**config.mk**
```make
export PLATFORM = sky130hd
export DESIGN_NAME = ascon_perm_iter
export DESIGN_NICKNAME = d
export VERILOG_FILES = /design/src/rtl/ascon_perm_iter.sv
export SDC_FILE = /design/constraint.sdc
export NUM_CORES = 2
export LEC_CHECK = 0
export ABC_AREA = 1
export CORE_AREA = 2 2 239 241
export CTS_CLUSTER_SIZE = 16
export DETAILED_ROUTE_END_ITERATION = 7
export DIE_AREA = 0 0 241 243
export GPL_ROUTABILITY_DRIVEN = 0
export PLACE_DENSITY_LB_ADDON = 0.25
export SLEW_MARGIN = 0
export SYNTH_ARGS = -nofsm -noshare
export SYNTH_HDL_FRONTEND = slang
export SYNTH_SLANG_ARGS = --single-unit
```
**constraint.sdc**
```tcl
create_clock -name clk -period 2.3 [get_ports clk]
set_input_delay 0.46 -clock clk [delete_from_list [all_inputs] [get_ports clk]]
set_output_delay 0.46 -clock clk [all_outputs]
set_load 0.01 [all_outputs]
```
**src/rtl/ascon_perm_iter.sv**
```systemverilog
// Iterative Ascon permutation: loads five 64-bit words, runs 12/8/6 rounds at
// UNROLL rounds per clock, then streams the five result words back out.
module ascon_perm_iter #(
    parameter int unsigned UNROLL       = 1,
    parameter bit          RST_OUT_ZERO = 1'b1
) (
    input  logic        clk,
    input  logic        rstn,
    input  logic        in_valid,
    output logic        in_ready,
    input  logic [63:0] in_data,
    input  logic [1:0]  rounds_sel,
    output logic        out_valid,
    input  logic        out_ready,
    output logic [63:0] out_data,
    output logic        busy
);

    typedef enum logic [1:0] {StLoad, StPerm, StUnload} state_e;
    typedef logic [4:0][63:0] perm_state_t;

    state_e      state_q, state_d;
    perm_state_t x_q, x_d;
    perm_state_t r1, r2;
    logic [2:0]  wcnt_q, wcnt_d;
    logic [3:0]  ri_q, ri_d;

    function automatic logic [63:0] rotr(input logic [63:0] v, input int unsigned n);
        return (v >> n) | (v << (64 - n));
    endfunction

    function automatic perm_state_t ascon_round(input perm_state_t s_in, input logic [3:0] k);
        perm_state_t s;
        perm_state_t t;
        s = s_in;
        s[2] = s[2] ^ {56'd0, 4'd15 - k, k};
        s[0] ^= s[4];
        s[4] ^= s[3];
        s[2] ^= s[1];
        t[0] = ~s[0] & s[1];
        t[1] = ~s[1] & s[2];
        t[2] = ~s[2] & s[3];
        t[3] = ~s[3] & s[4];
        t[4] = ~s[4] & s[0];
        s[0] ^= t[1];
        s[1] ^= t[2];
        s[2] ^= t[3];
        s[3] ^= t[4];
        s[4] ^= t[0];
        s[1] ^= s[0];
        s[0] ^= s[4];
        s[3] ^= s[2];
        s[2] = ~s[2];
        s[0] ^= rotr(s[0], 19) ^ rotr(s[0], 28);
        s[1] ^= rotr(s[1], 61) ^ rotr(s[1], 39);
        s[2] ^= rotr(s[2], 1) ^ rotr(s[2], 6);
        s[3] ^= rotr(s[3], 10) ^ rotr(s[3], 17);
        s[4] ^= rotr(s[4], 7) ^ rotr(s[4], 41);
        return s;
    endfunction

    always_comb begin
        state_d = state_q;
        x_d     = x_q;
        wcnt_d  = wcnt_q;
        ri_d    = ri_q;
        r1      = ascon_round(x_q, ri_q);
        // Second round chains combinationally off the first when unrolled.
        r2      = ascon_round(r1, ri_q + 4'd1);

        unique case (state_q)
            StLoad: begin
                if (in_valid) begin
                    x_d[wcnt_q] = in_data;
                    if (wcnt_q == 3'd4) begin
                        wcnt_d  = 3'd0;
                        state_d = StPerm;
                        // Start index is 12 - n so the last round is always index 11.
                        unique case (rounds_sel)
                            2'b01:   ri_d = 4'd4;
                            2'b10:   ri_d = 4'd6;
                            default: ri_d = 4'd0;
                        endcase
                    end else begin
                        wcnt_d = wcnt_q + 3'd1;
                    end
                end
            end
            StPerm: begin
                x_d  = (UNROLL == 2) ? r2 : r1;
                ri_d = ri_q + 4'(UNROLL);
                if (ri_d == 4'd12) state_d = StUnload;
            end
            StUnload: begin
                if (out_ready) begin
                    if (wcnt_q == 3'd4) begin
                        wcnt_d  = 3'd0;
                        state_d = StLoad;
                    end else begin
                        wcnt_d = wcnt_q + 3'd1;
                    end
                end
            end
            default: state_d = StLoad;
        endcase
    end

    always_ff @(posedge clk or negedge rstn) begin
        if (!rstn) begin
            state_q <= StLoad;
            x_q     <= '0;
            wcnt_q  <= 3'd0;
            ri_q    <= 4'd0;
        end else begin
            state_q <= state_d;
            x_q     <= x_d;
            wcnt_q  <= wcnt_d;
            ri_q    <= ri_d;
        end
    end

    assign in_ready  = (state_q == StLoad);
    assign out_valid = (state_q == StUnload);
    assign busy      = (state_q == StPerm);

    always_comb begin
        out_data = '0;
        if ((out_valid || !RST_OUT_ZERO) && (wcnt_q <= 3'd4)) begin
            out_data = x_q[wcnt_q];
        end
    end

endmodule
```
==> results of run 1 <==
cells in the mapped netlist:
cell type,number,area share
a2111oi_0,6,0.0015
a2111oi_2,10,0.0042
a211oi_1,30,0.0063
a21boi_1,17,0.0036
a21boi_2,13,0.0041
a21oi_1,281,0.040
a21oi_4,1,0.00046
a221oi_1,2,0.00049
a22oi_1,35,0.0074
a31oi_1,84,0.015
buf_1,12,0.0013
buf_2,46,0.0065
buf_4,10,0.0021
clkbuf_1,81,0.0086
clkbuf_2,1,0.00014
dfrtp_1,329,0.23
ha_1,131,0.046
inv_1,558,0.059
inv_2,17,0.0018
nand2_1,2285,0.24
nand2_2,1,0.00018
nand3_1,571,0.081
nand3_2,1,0.00028
nand3b_1,44,0.0093
nand4_1,109,0.019
nor2_1,548,0.058
nor2_2,3,0.00053
nor2_4,1,0.00032
nor3_1,10,0.0014
nor4_1,6,0.0011
o2111ai_1,40,0.0099
o21ai_0,84,0.012
o21ai_1,6,0.00085
o21ai_2,1,0.00025
o221ai_1,13,0.0032
o22ai_1,20,0.0035
or2_2,8,0.0014
xnor2_1,152,0.038
xnor2_2,12,0.0055
xor2_1,275,0.068
xor2_2,12,0.0055
per-stage QoR:
step	setup slack, ps	setup TNS [ps]	hold WS [ps]	util	instance area [sq um]
CTS	-491.9	-27620	398.7	0.8167	45700
floorplan	170.1	0	164.4	-	35490
detailed placement	-794.3	-23310	416.5	0.7565	42320
global placement	-780.2	-14730	415.7	0.7565	42320
metal layers:
| metal | GRT overflow | global-route usage |
|---|---|---|
| met4 | 159 | 0.7578 |
| met3 | 32 | 0.6993 |
| met5 | 5 | 0.4453 |
| met2 | 261 | 0.9225 |
| met1 | 22 | 0.8201 |
cells by family after synthesis:
| kind of cell | count (synthesis) | share of synthesized area |
|---|---|---|
| flip-flops | 329 | 0.2320 |
| XOR/XNOR | 451 | 0.1164 |
| AO/OA/AOI/OAI | 643 | 0.1121 |
| buffers and inverters | 725 | 0.07940 |
| AND/OR/NAND/NOR | 3587 | 0.4139 |
| adder cells (fa/ha/maj) | 131 | 0.04619 |
what timing repair did:
item	4_1_cts
gates cloned	12
hold buffers	1
buffers inserted	57
resized for setup	537
endpoints found under the hold margin	32
pin swaps	57
setup endpoints to repair	84
==> results.txt, run 1 <==
Sequential area share after synthesis - 0.2320
Post-synthesis register bit count - 329
First-pass GRT wire length - 352300 um
Error - [ERROR GRT-0116] Global routing finished with congestion. Check the congestion regions in the DRC Viewer.
H-Tree Depth - 2
DP HPWL - 145100 um
CTS Root Cell - clkbuf_16
TritonCTS Buffers - 41
Grt total ovfl - 479
Chip height - 243 um
DIE WIDTH - 241 um
Avg Inst Size Synth - 6.050 sq um
Cells after Synth - 5866
Syn. warnings - 0
Initial core utilization - 0.6342
Netlist cell types - 41
Total track usage - 0.8046
Vias in the first global route - 51991
Ports - 137
Run status - stopped before the end
Stopped at - global routing (5_1_grt)
Placed Instances - 7210
Largest net degree at the start of global routing - 74
Deepest clock path buffer count - 3
Row Count - 87
Net count after synthesis - 6067
Port Buffers - 136
Cell area after synthesis - 35490 sq um
Clock Sinks - 329
==> run 2, diff against run 1 <==
--- a/config.mk
+++ b/config.mk
@@ -6,12 +6,11 @@
 export NUM_CORES = 2
 export LEC_CHECK = 0
 export ABC_AREA = 1
-export CORE_AREA = 2 2 239 241
-export CTS_CLUSTER_SIZE = 16
+export CORE_AREA = 2 2 301 303
 export DETAILED_ROUTE_END_ITERATION = 7
-export DIE_AREA = 0 0 241 243
+export DIE_AREA = 0 0 303 305
 export GPL_ROUTABILITY_DRIVEN = 0
-export PLACE_DENSITY_LB_ADDON = 0.25
+export PLACE_DENSITY_LB_ADDON = 0.15
 export SLEW_MARGIN = 0
 export SYNTH_ARGS = -nofsm -noshare
 export SYNTH_HDL_FRONTEND = slang
==> results.txt, run 2 <==
Area Overhead vs Synth - 40.08%
Startpoint types - flip-flop
Worst-Margin Slew - 852.6 ps
Top cell by count, worst path - buf_6
Critical path data arrival time - 2460 ps
DIE WIDTH - 303 um (+26%)
Clock transition at the registers of the reported paths - 60 ps
Avg Inst Size Synth - 6.050 sq um (unchanged)
Non-Filler Instances - 8070
Critical path's top delay family - buffers and inverters
Initial core utilization - 0.3973 (-0.2370)
DRT iter0 DRCs - 8616
Layout cell share with drive strength beyond 1 - 0.2108
Total track usage - 0.4657
HP Class - in -> async
Reg with most FFs - x_q
Vias in the first global route - 41724
TritonCTS Buffers - 46 (+12%)
Vias per Instance - 5.974
Buf/Inv on CP - 6
DRC Markers - 271
Core box area - 89320 sq um
Die footprint - 92420 sq um
Most frequent cell after synthesis - nand2_1
CP max FO - 6
Setup CP Type - reg -> out
Footprint of the multi-input gates - 26400 sq um
Final setup viols - 87
Run status - finished with violations
Fin util - 0.5565
Fmax - 0.3422 GHz
Port Buffers - 136 (unchanged)
Post-synthesis register bit count - 329 (unchanged)
Detail Route Antenna Nets - 0
CTS Root Cell - clkbuf_16
Ports - 137 (unchanged)
Worst setup margin - -622.0 ps
Cell area after synthesis - 35490 sq um (unchanged)
Required time at the worst-slack endpoint - 1840 ps
Crit share post-route - 1.270
DP HPWL - 170100 um (+17%)
Synth area leader - nand2_1
Failing checks - DRC, setup timing
Worst-skew pair later-pin latency - 620 ps
Largest net degree at the start of global routing - 67
Deepest clock path buffer count - 3 (unchanged)
Reg-to-reg critical path startpoint - x_q[150]
Most common cell after layout, fill and taps aside - nand2_1
Clock Skews - 25.77 ps
Syn. warnings - 0 (unchanged)
Net count after synthesis - 6067 (unchanged)
Placed Instances - 7892 (+9.5%)
Clock Sinks - 329 (unchanged)
Netlist cell types - 41 (unchanged)
Synth top cells by count - 2285 x nand2_1, 571 x nand3_1, 558 x inv_1
Initial antenna violation count - 21
Rel. slew slack - 0.4316
Grt total ovfl - 0
Max FFs per register - 320
Critical path's slowest cell - dfrtp_1
Top FF cell, synth - dfrtp_1
Most frequent cells in the layout - 2182 x nand2_1, 782 x buf_4, 550 x inv_1, 543 x nor2_1, 527 x nand3_1
Leading registers by flop count - x_q: 320 flops, ri_q: 4 flops, wcnt_q: 3 flops
Vias post-DR - 48212
Max-cap violations - 0
R2R Path End - x_q[214]
CP Capture Type - primary output
Drt wl/cell - 27.93 um
Area contributors post-synth - nand2_1 24%, dfrtp_1 23%, nand3_1 8.1%
Max-slew violation count - 0
Cells after Synth - 5866 (unchanged)
CTS tree - done
R2r worst-path depth - 8
Post-layout net count - 7042
H-Tree Depth - 2 (unchanged)
Drt pass-1 iters - 8
Chip height - 305 um (+26%)
Final hold violation count - 0
FILL cells - 8613
Sequential area share after synthesis - 0.2320 (unchanged)
Worst stage delay on the critical path - 390 ps
Worst R2R Setup Slack - -110 ps
RSZ-0062 raised after global routing - true
Min cycle time layout - 2922 ps
Final WL - 225400 um
First-pass GRT wire length - 302900 um
Register area - 8240 sq um
Number of synthesized flops with an enable pin - 0 (unchanged)
Synth top area share - 0.2417 (unchanged)
Row Count - 110 (+26%)
Asr flop ratio synth - 1.000 (unchanged)
Cells along the critical path - buf_6, nor2_4, o21ai_4, buf_12, buf_16, buf_8, nor4_4, buf_4, buf_6
run 2: cell counts after synthesis:
Identical to the previous run, type by type.
run 2: timing repair:
item                                   4_1_cts  5_1_grt
setup buffers                               45       32
endpoints found under the hold margin       30        0
pin swaps                                   34       54
hold buffers                                 1        0
gates cloned                                 3        9
gates resized for setup                    412      321
setup endpoints to repair                   88      182
run 2: logic make-up (layout without fill, tap and decap cells):
logic type               Yosys count  count (layout)  synth area share
other                              0              19                 0
XOR/XNOR                         451             451            0.1164
buffers and inverters            725            1734           0.07940
flip-flops                       329             329            0.2320
AND/OR/NAND/NOR                 3587            3587            0.4139
adder cells (fa/ha/maj)          131             131           0.04619
AO/OA/AOI/OAI                    643             643            0.1121
run 2: worst max path at each step:
| stage | start | end | slack [ps] | cells after the start |
|---|---|---|---|---|
| 2_1_floorplan | state_q[1] | out_data[36] | 170 | 5 |
| 3_3_place_gp | wcnt_q[1] | out_data[22] | -770 | 9 |
| 3_5_place_dp | wcnt_q[1] | out_data[22] | -720 | 9 |
| 4_1_cts | wcnt_q[1] | out_data[22] | -630 | 9 |
| 5_1_grt | wcnt_q[1] | out_data[43] | -640 | 9 |
| 6_report | wcnt_q[1] | out_data[22] | -620 | 9 |
run 2: metrics by stage:
step	hold WS, ps	TNS [ps]	setup WS (ps)	instance area (sq um)
finish	391.6	-32150	-622.0	49710
global route	413.6	-36160	-641.3	49670
CTS	390.2	-30500	-633.1	47780
detailed placement	433.8	-17980	-722.2	45180
global placement	438.8	-17030	-767.8	45180
floorplan	164.4	0	170.1	35490
run 2: metal layers:
layer / vias to the layer above / wire [um] / part of all wire / global-route usage
li1: 20958 / - / - / -
met1: 22280 / 77510 / 0.34 / 0.5455
met2: 3841 / 84700 / 0.38 / 0.6159
met3: 1107 / 37620 / 0.17 / 0.2500
met4: 26 / 24620 / 0.11 / 0.3684
met5: - / 918 / 0.0041 / 0.06720
run 2: layout make-up:
cell class / count / share of cell area
clock inverters: 10 / 0.003272
well taps: 1176 / 0.02960
diodes: 19 / 0.0009565
flip-flops and latches: 329 / 0.1658
multi-input cells: 4812 / 0.5311
repair buffers: 1077 / 0.1963
clock buffers: 72 / 0.02922
inverters: 575 / 0.04377
run 2: worst register-to-register path, stage by stage, from the launching register on:
cell     delay [ps]
dfrtp_1         550
ha_1            340
xnor2_2         140
buf_4           190
xnor2_1         390
nand2_1         130
nand3_1          90
nand3_1         280
a21oi_1         230
Power of run 2 is not shown: default switching activity piles up to over one toggle a cycle in this logic, so the estimate is an artifact.
